--- config.mk ---
export PLATFORM = sky130hd
export DESIGN_NAME = pc_unit
export DESIGN_NICKNAME = d
export VERILOG_FILES = /design/src/rtl/pc_unit.sv
export SDC_FILE = /design/constraint.sdc
export NUM_CORES = 1
export LEC_CHECK = 0
export ABC_AREA = 1
export CAP_MARGIN = 5
export CORE_UTILIZATION = 30
export DETAILED_ROUTE_END_ITERATION = 10
export PLACE_DENSITY = 0.54
export SETUP_SLACK_MARGIN = 0.5
export SLEW_MARGIN = 20
export SYNTH_ARGS = -nofsm -noshare
export SYNTH_HDL_FRONTEND = slang
export SYNTH_SLANG_ARGS = --single-unit
--- constraint.sdc ---
create_clock -name clk -period 4.39 [get_ports clk]
set_clock_uncertainty 0.1 [all_clocks]
set_input_delay 0.878 -clock clk [delete_from_list [all_inputs] [get_ports clk]]
set_output_delay 0.878 -clock clk [all_outputs]
set_load 0.1 [all_outputs]
--- src/rtl/pc_unit.sv ---
// -----------------------------------------------------------------------------
// pc_unit : program counter and next-PC selection for a single-cycle MIPS core.
//
// Holds the architectural PC and picks the next fetch address from sequential,
// branch (beq/bne using the ALU Zero flag), jump (j/jal) and register-jump (jr)
// targets. Provides a stall hold and a terminal HALT state that only reset
// leaves.
//
// Optional feature macro: PC_ALIGN_CHECK_EN
//   defined   : a jr whose target is not word-aligned does not update the PC;
//               it halts the unit and sets the sticky excAddr flag.
//   undefined : the jr target is forced word-aligned; excAddr is tied to 0.
//
// Ports
//   clk         in   clock, rising-edge active
//   reset_n     in   asynchronous active-low reset
//   stall       in   hold PC this cycle
//   halt        in   request entry to HALT
//   nPCop[2:0]  in   next-PC select (000 seq, 001 beq, 010 bne, 011 j, 100 jr)
//   Zero        in   ALU zero flag of the current instruction
//   imm16[15:0] in   signed branch offset in words
//   instrIndex  in   26-bit jump index
//   rsData      in   register value for jr
//   PC          out  current PC (registered)
//   PCplus4     out  PC + 4 (combinational, jal link value)
//   redirect    out  1 when the selected next PC is not PC + 4
//   halted      out  1 while in HALT (registered)
//   excAddr     out  sticky misaligned-jr flag
// -----------------------------------------------------------------------------
module pc_unit #(
    parameter logic [31:0] RESET_PC = 32'h0000_3000
) (
    input  logic        clk,
    input  logic        reset_n,
    input  logic        stall,
    input  logic        halt,
    input  logic [2:0]  nPCop,
    input  logic        Zero,
    input  logic [15:0] imm16,
    input  logic [25:0] instrIndex,
    input  logic [31:0] rsData,
    output logic [31:0] PC,
    output logic [31:0] PCplus4,
    output logic        redirect,
    output logic        halted,
    output logic        excAddr
);

    localparam logic [2:0] NPC_SEQ = 3'b000;
    localparam logic [2:0] NPC_BEQ = 3'b001;
    localparam logic [2:0] NPC_BNE = 3'b010;
    localparam logic [2:0] NPC_J   = 3'b011;
    localparam logic [2:0] NPC_JR  = 3'b100;

    typedef enum logic {
        ST_RUN  = 1'b0,
        ST_HALT = 1'b1
    } state_t;

    state_t             state_q, state_d;
    logic        [31:0] pc_q, pc_d;
    logic        [31:0] pc_plus4;
    logic signed [31:0] br_off;
    logic        [31:0] br_target;
    logic        [31:0] j_target;
    logic        [31:0] jr_target;
    logic        [31:0] npc;
    logic               misaligned_jr;

    assign pc_plus4  = pc_q + 32'd4;
    // Word offset sign-extended and scaled to bytes in one concatenation.
    assign br_off    = {{14{imm16[15]}}, imm16, 2'b00};
    assign br_target = pc_plus4 + $unsigned(br_off);
    assign j_target  = {pc_plus4[31:28], instrIndex, 2'b00};

`ifdef PC_ALIGN_CHECK_EN
    assign jr_target     = rsData;
    assign misaligned_jr = (nPCop == NPC_JR) && (rsData[1:0] != 2'b00);
`else
    // Low address bits are dropped so fetch always stays word-aligned.
    assign jr_target     = rsData & ~32'h0000_0003;
    assign misaligned_jr = 1'b0;
`endif

    // Next-PC mux; reserved encodings fall through to sequential.
    always_comb begin
        npc = pc_plus4;
        case (nPCop)
            NPC_SEQ: npc = pc_plus4;
            NPC_BEQ: if (Zero)  npc = br_target;
            NPC_BNE: if (!Zero) npc = br_target;
            NPC_J:   npc = j_target;
            NPC_JR:  npc = jr_target;
            default: npc = pc_plus4;
        endcase
    end

    // A target equal to PC+4 (e.g. not-taken branch, zero offset) is not a
    // redirect. A trapped jr never redirects since the PC will not move.
    assign redirect = (state_q == ST_RUN) && !stall && !misaligned_jr &&
                      (npc != pc_plus4);

    always_comb begin
        state_d = state_q;
        pc_d    = pc_q;
        case (state_q)
            ST_RUN: begin
                if (halt) begin
                    state_d = ST_HALT;
                end else if (stall) begin
                    pc_d = pc_q;
                end else if (misaligned_jr) begin
                    state_d = ST_HALT;
                end else begin
                    pc_d = npc;
                end
            end
            ST_HALT: begin
                state_d = ST_HALT;
            end
            default: begin
                state_d = ST_RUN;
            end
        endcase
    end

    always_ff @(posedge clk or negedge reset_n) begin
        if (!reset_n) begin
            state_q <= ST_RUN;
            pc_q    <= RESET_PC;
        end else begin
            state_q <= state_d;
            pc_q    <= pc_d;
        end
    end

`ifdef PC_ALIGN_CHECK_EN
    logic exc_q, exc_d;

    // Sticky: once a trapped jr is seen, the flag stays until reset.
    assign exc_d = exc_q |
                   ((state_q == ST_RUN) && !halt && !stall && misaligned_jr);

    always_ff @(posedge clk or negedge reset_n) begin
        if (!reset_n) begin
            exc_q <= 1'b0;
        end else begin
            exc_q <= exc_d;
        end
    end

    assign excAddr = exc_q;
`else
    assign excAddr = 1'b0;
`endif

    assign PC      = pc_q;
    assign PCplus4 = pc_plus4;
    assign halted  = (state_q == ST_HALT);

endmodule

After elaboration in Yosys (flattened, before gate mapping)
Index checks and enable logic that the tools add are counted.

storage, ports and cells
  register bits after elaboration = 33
  word-level logic and storage cells = 21
  output and inout bits = 67
  input port bits = 82

cells by class
  muxes and demuxes = 5
  eq/ne operators = 5
  bitwise operators = 3
  add/sub/neg operators = 2
  reduce and logical (&&, ||, !) cells = 4

operators with widths
  operator                 number
  $pmux W32 S4             1
  $mux W32                 2
  $add A32 B3 Y32 const B  1
  $add A32 B32 Y32         1
  $ne A32 B32 Y1           1
  $eq A3 B2 Y1 const B     2
  $eq A3 B1 Y1 const B     1
  $eq A3 B3 Y1 const B     1
  $not A1 Y1               3
  $reduce_and A3 Y1        1
  $logic_and A1 B1 Y1      2
  $pmux W1 S2              1
  $logic_not A1 Y1         1
  $mux W1                  1

Longest topological paths before layout
  word-level depth = 6
  mapped depth = 34
  mapped depth without buffers = 34

Least setup slack after synthesis
OpenSTA, ideal clock, no wires.

  kind = flip-flop to output port
  start = reg pc_q[2] (netlist: PC[2])
  end = out redirect
  arrival time = 6088 ps
  data required time = 3412 ps
  cell stages (with the launch flop) = 24
  slack = -2676 ps
  buffers on the path = 0
  path through = dfrtp_1 inv_2 nor2_8 nand2_4 nor2_8 a21oi_1 a31oi_1 ha_1 nand2_1 inv_1 nand2_1 nand2_1 o21bai_1 nor2_1 nand2_1 nand3_1 nand4_1 nand2_1 nor2_1 nand2_1 nor2_1 nand3_1 nand2_1 inv_1

between the ends
  longest elaborated chain between the ends = 6
  elaborated cells on any way between the ends = 7
  classes of those cells = 2 x add/sub; 1 x eq/ne; 3 x mux; 1 x reduce/logical

ends and longest elaborated chain
  item                                line    RTL
  start: declaration                  61      logic [31:0] pc_q, pc_d;
  start signal: assignment            133     pc_q <= pc_d;
  $add A32 B3 Y32 *                   70      assign pc_plus4 = pc_q + 32'd4;
  via PCplus4[2]                      43      output logic [31:0] PCplus4,
  $add A32 B32 Y32                    73      assign br_target = pc_plus4 + $unsigned(br_off);
  $mux W32, on equally long branches  91, 90
  $pmux W32 S4                        88      case (nPCop)
  $ne A32 B32 Y1 *                    101     (npc != pc_plus4);
  $logic_and A1 B1 Y1 *               100     assign redirect = (state_q == ST_RUN) && !stall && !misaligned_jr &&
  end: declaration                    44      output logic redirect,

The timed path passes the listed nets; every way through them passes the cells marked *.

Worst setup path after layout
  start = reg pc_q[12] (netlist: PC[12])
  end = out redirect

between the ends
  longest elaborated chain between the ends = 6
  elaborated cells on any way between the ends = 7
  classes of those cells = 2 x add/sub; 1 x eq/ne; 3 x mux; 1 x reduce/logical

ends and longest elaborated chain
  item                                line
  $add A32 B3 Y32 *                   70
  $add A32 B32 Y32                    73
  $mux W32, on equally long branches  91, 90
  $pmux W32 S4                        88
  $ne A32 B32 Y1 *                    101
  $logic_and A1 B1 Y1 *               100

Mark *: on every way between the ends. The rest lies on a longest branch, timed or not.

==> summary.txt <==
Status = complete, but fails checks
Failing checks = negative setup slack
Grt ovf = 0
Worst-skew pair later-pin latency = 0.29 ns
Largest net degree at the start of global routing = 43
Final net count = 1550
Synth Cell Area = 5790 sq um
Delay-heaviest family, CP = simple AND/OR/NAND/NOR gates
Hold_buf cts = 0
Syn Inst Count = 1058
Cell Pwr Density = 268 nW/um^2
Vias = 7843
Critical Path Slowest Stage Cell = dfstp_4
R2R Path End = PC[24]$_DFFE_PN0P_
Routed len/inst = 14.8 um
Syn_area_per_cell = 5.47 sq um
Setup violations, final = 1
Average via count per standard cell = 4.63
Final period util = 115%
Crit end category = output pin
Synth unique cells = 41
Most used flip-flop cell after synthesis = dfrtp_1
Yosys top cell by area = nand2_1
CTS tree = done
Setup ws final = -0.668 ns
Worst reg2reg path startpoint = PC[12]$_DFFE_PN1P_
Core Area = 18800 sq um
Critical Path Source Type = flip-flop
Worst Setup EP = redirect
Final HPWL DP = 20.9 mm
Final worst path period need = 5.06 ns
DR iter-0 viols = 435
Total Routing Usage GR = 24.9%
CTS max path bufs = 2
Fin cells = 1693
Initial antenna violation count = 0
Worst Hold Class = reg2reg
Routed WL = 25.0 mm
Final hold violation count = 0
Number of buffers and inverters on the critical path = 4
Top Ports = 149
Pins Over Slew Limit = 0
Placed Cells = 1670
#FFs+latches synth = 33
Share of layout cells above drive strength 1 = 33.6%
Top-area cell type share of the netlist area = 23.9%
Worst Setup Path Type = reg2out
Cells on worst reg2reg path = 18
H-tree depth = 2
Post-synthesis sequential area ratio = 14.3%
Die footprint = 19800 sq um
Critical Path Start = PC[12]$_DFFE_PN1P_
Synthesis-to-finish area growth = 81.6%
Clock buffer count from CTS = 5
FF/Latch Area = 878 sq um
Critical Path Fanout Max = 7
Slew Limit Headroom = 33.8%
Port Buffers = 145
Stages on worst setup path = 26
Die Y-Extent = 141 um
WP data required = 3.41 ns
Die Wd = 141 um
CTS sink cnt = 33
Global-route wire length before repair = 38.1 mm
GP Congestion = 0.943
Remaining DRCs = 0
Max cap viols = 0
Clock slew at reported path FFs = 0.06 ns
Syn nets = 1176
Worst path max stage delay = 0.64 ns
Layout fillers = 1898
Ranking of synthesized cells by area = nand2_1 (24%), dfrtp_1 (13%), inv_1 (11%)
Most common cell in the netlist = nand2_1
Fmax = 198 MHz
Routed Antenna Nets = 0
Most common library cells after synthesis = nand2_1 (369), inv_1 (172), nor2_1 (96)
Area of the multi-input gates = 5120 sq um
TritonRoute pass-1 iters = 5
Leakage power = 5.39 nW
Slew @ Worst Pin = 0.990 ns
Starting density of the core = 30.7%
Number of global-route vias before repair = 7180
Worst vdd ir = 0.000291 V
Diode count = 0
Reg2reg setup slack = 0.73 ns
RSZ-0062 raised after global routing = true
Clock root buffer = clkbuf_16
EDFF count, synth = 0
CP most frequent cell = nand2_1
Syn. warnings = 0
FP Rows = 50
Critical path arrival = 4.08 ns
WHS = 0.413 ns
Post-synth ARST share = 100%
[metrics by stage]
| stage | setup WS, ns | TNS (ns) | instance area, sq um | total power [mW] | utilization [%] |
|---|---|---|---|---|---|
| global route | -0.889 | -0.889 | 10500 | 2.99 | 55.8 |
| finish | -0.668 | -0.668 | 10500 | 2.82 | 55.8 |
| floorplan | -0.790 | -0.790 | 6200 | 1.51 | - |
| global placement | -0.585 | -0.585 | 9600 | 2.25 | 51.0 |
| CTS | -0.620 | -0.620 | 10200 | 2.76 | 54.3 |
| detailed placement | -0.596 | -0.596 | 9600 | 2.25 | 51.0 |
[logic make-up after synthesis]
kind of cell / count (synthesis) / share of synthesized area [%]
and+or+nand+nor: 626 / 46.6
DFF: 33 / 14.3
xor gates and xnor gates: 21 / 3.63
AOI/OAI and AO/OA: 141 / 14.2
buffers and inverters: 200 / 13.3
adders and majority gates: 36 / 7.92
other: 1 / 0.0648
[state kept, by name (all words and copies together) (netlist names)]
register and cells:
halted 1, PC 32
[where the power goes]
part / leakage (nW) / switching, mW / internal, mW / total, mW
clock: 0.0800 / 0.145 / 0.269 / 0.414
combinational: 4.93 / 1.26 / 0.771 / 2.03
sequential: 0.373 / 0.0351 / 0.344 / 0.379
[worst register-to-register path, cell delays in order (launching register included)]
cell,delay [ns]
dfstp_4,0.64
nand2_4,0.06
buf_6,0.11
nor2_4,0.11
nand2_4,0.07
nor2_8,0.19
nand4_1,0.20
nand2_2,0.16
clkinvlp_4,0.12
ha_4,0.25
a21oi_1,0.24
o21ai_1,0.16
a21oi_1,0.19
nand4_1,0.12
nand3_1,0.16
nand2_1,0.09
buf_4,0.13
o21ai_0,0.20
o21ai_1,0.17
[repair_timing]
action / in CTS / in global routing
setup endpoints to repair: 1 / 4
resized for setup: 80 / 56
setup buffers: 10 / 5
gates cloned: 0 / 0
pin swaps: 28 / 39
[layer usage]
| layer | share of wire [%] | vias to the layer above | global-route usage (%) |
|---|---|---|---|
| li1 | - | 4127 | - |
| met1 | 50 | 3543 | 36.0 |
| met2 | 46 | 160 | 41.2 |
| met3 | 3.9 | 13 | 1.77 |
| met4 | 0.72 | 0 | 3.55 |
| met5 | 0 | - | 0 |
[cells in the final DEF, fill, tap and decap left out, types with 5 or more instances in the layout]
cell type,n
o21ai_0,54
nor3_1,8
nand2_4,13
nand2_2,29
nand3_2,19
a21oi_2,11
xor2_1,8
nor2_2,16
dfrtp_1,7
clkdlybuf4s50_1,115
inv_2,8
nand3_1,71
nor2_4,14
o21ai_1,6
xor2_4,8
nor2_1,69
a21oi_1,31
or2_2,8
inv_1,164
ha_4,22
dfrtp_4,5
ha_1,12
clkinvlp_4,7
buf_12,8
nand2_1,331
buf_4,259
a22o_1,21
nand3b_1,7
nand4_1,30
clkbuf_16,5
dfrtp_2,19
[worst min path at each step]
stage                           startpoint                 to  slack [ns]  cells after the start
after floorplan                    reset_n  PC[0]$_DFFE_PN0P_        0.48                      0
after global placement    halted$_DFF_PN0_   halted$_DFF_PN0_        0.39                      1
after detailed placement  halted$_DFF_PN0_   halted$_DFF_PN0_        0.39                      1
after CTS                 halted$_DFF_PN0_   halted$_DFF_PN0_        0.41                      1
after global routing      halted$_DFF_PN0_   halted$_DFF_PN0_        0.45                      1
final                     halted$_DFF_PN0_   halted$_DFF_PN0_        0.41                      1
[final cells by class]
cell class | instances | share of cell area (%)
Clock inverter | 3 | 0.441
Multi-Input combinational cell | 825 | 48.7
Sequential cell | 33 | 8.36
Timing Repair Buffer | 387 | 31.5
Tap cell | 260 | 3.10
Clock buffer | 5 | 1.19
Inverter | 180 | 6.72
Power figures use the tool's default switching activity.
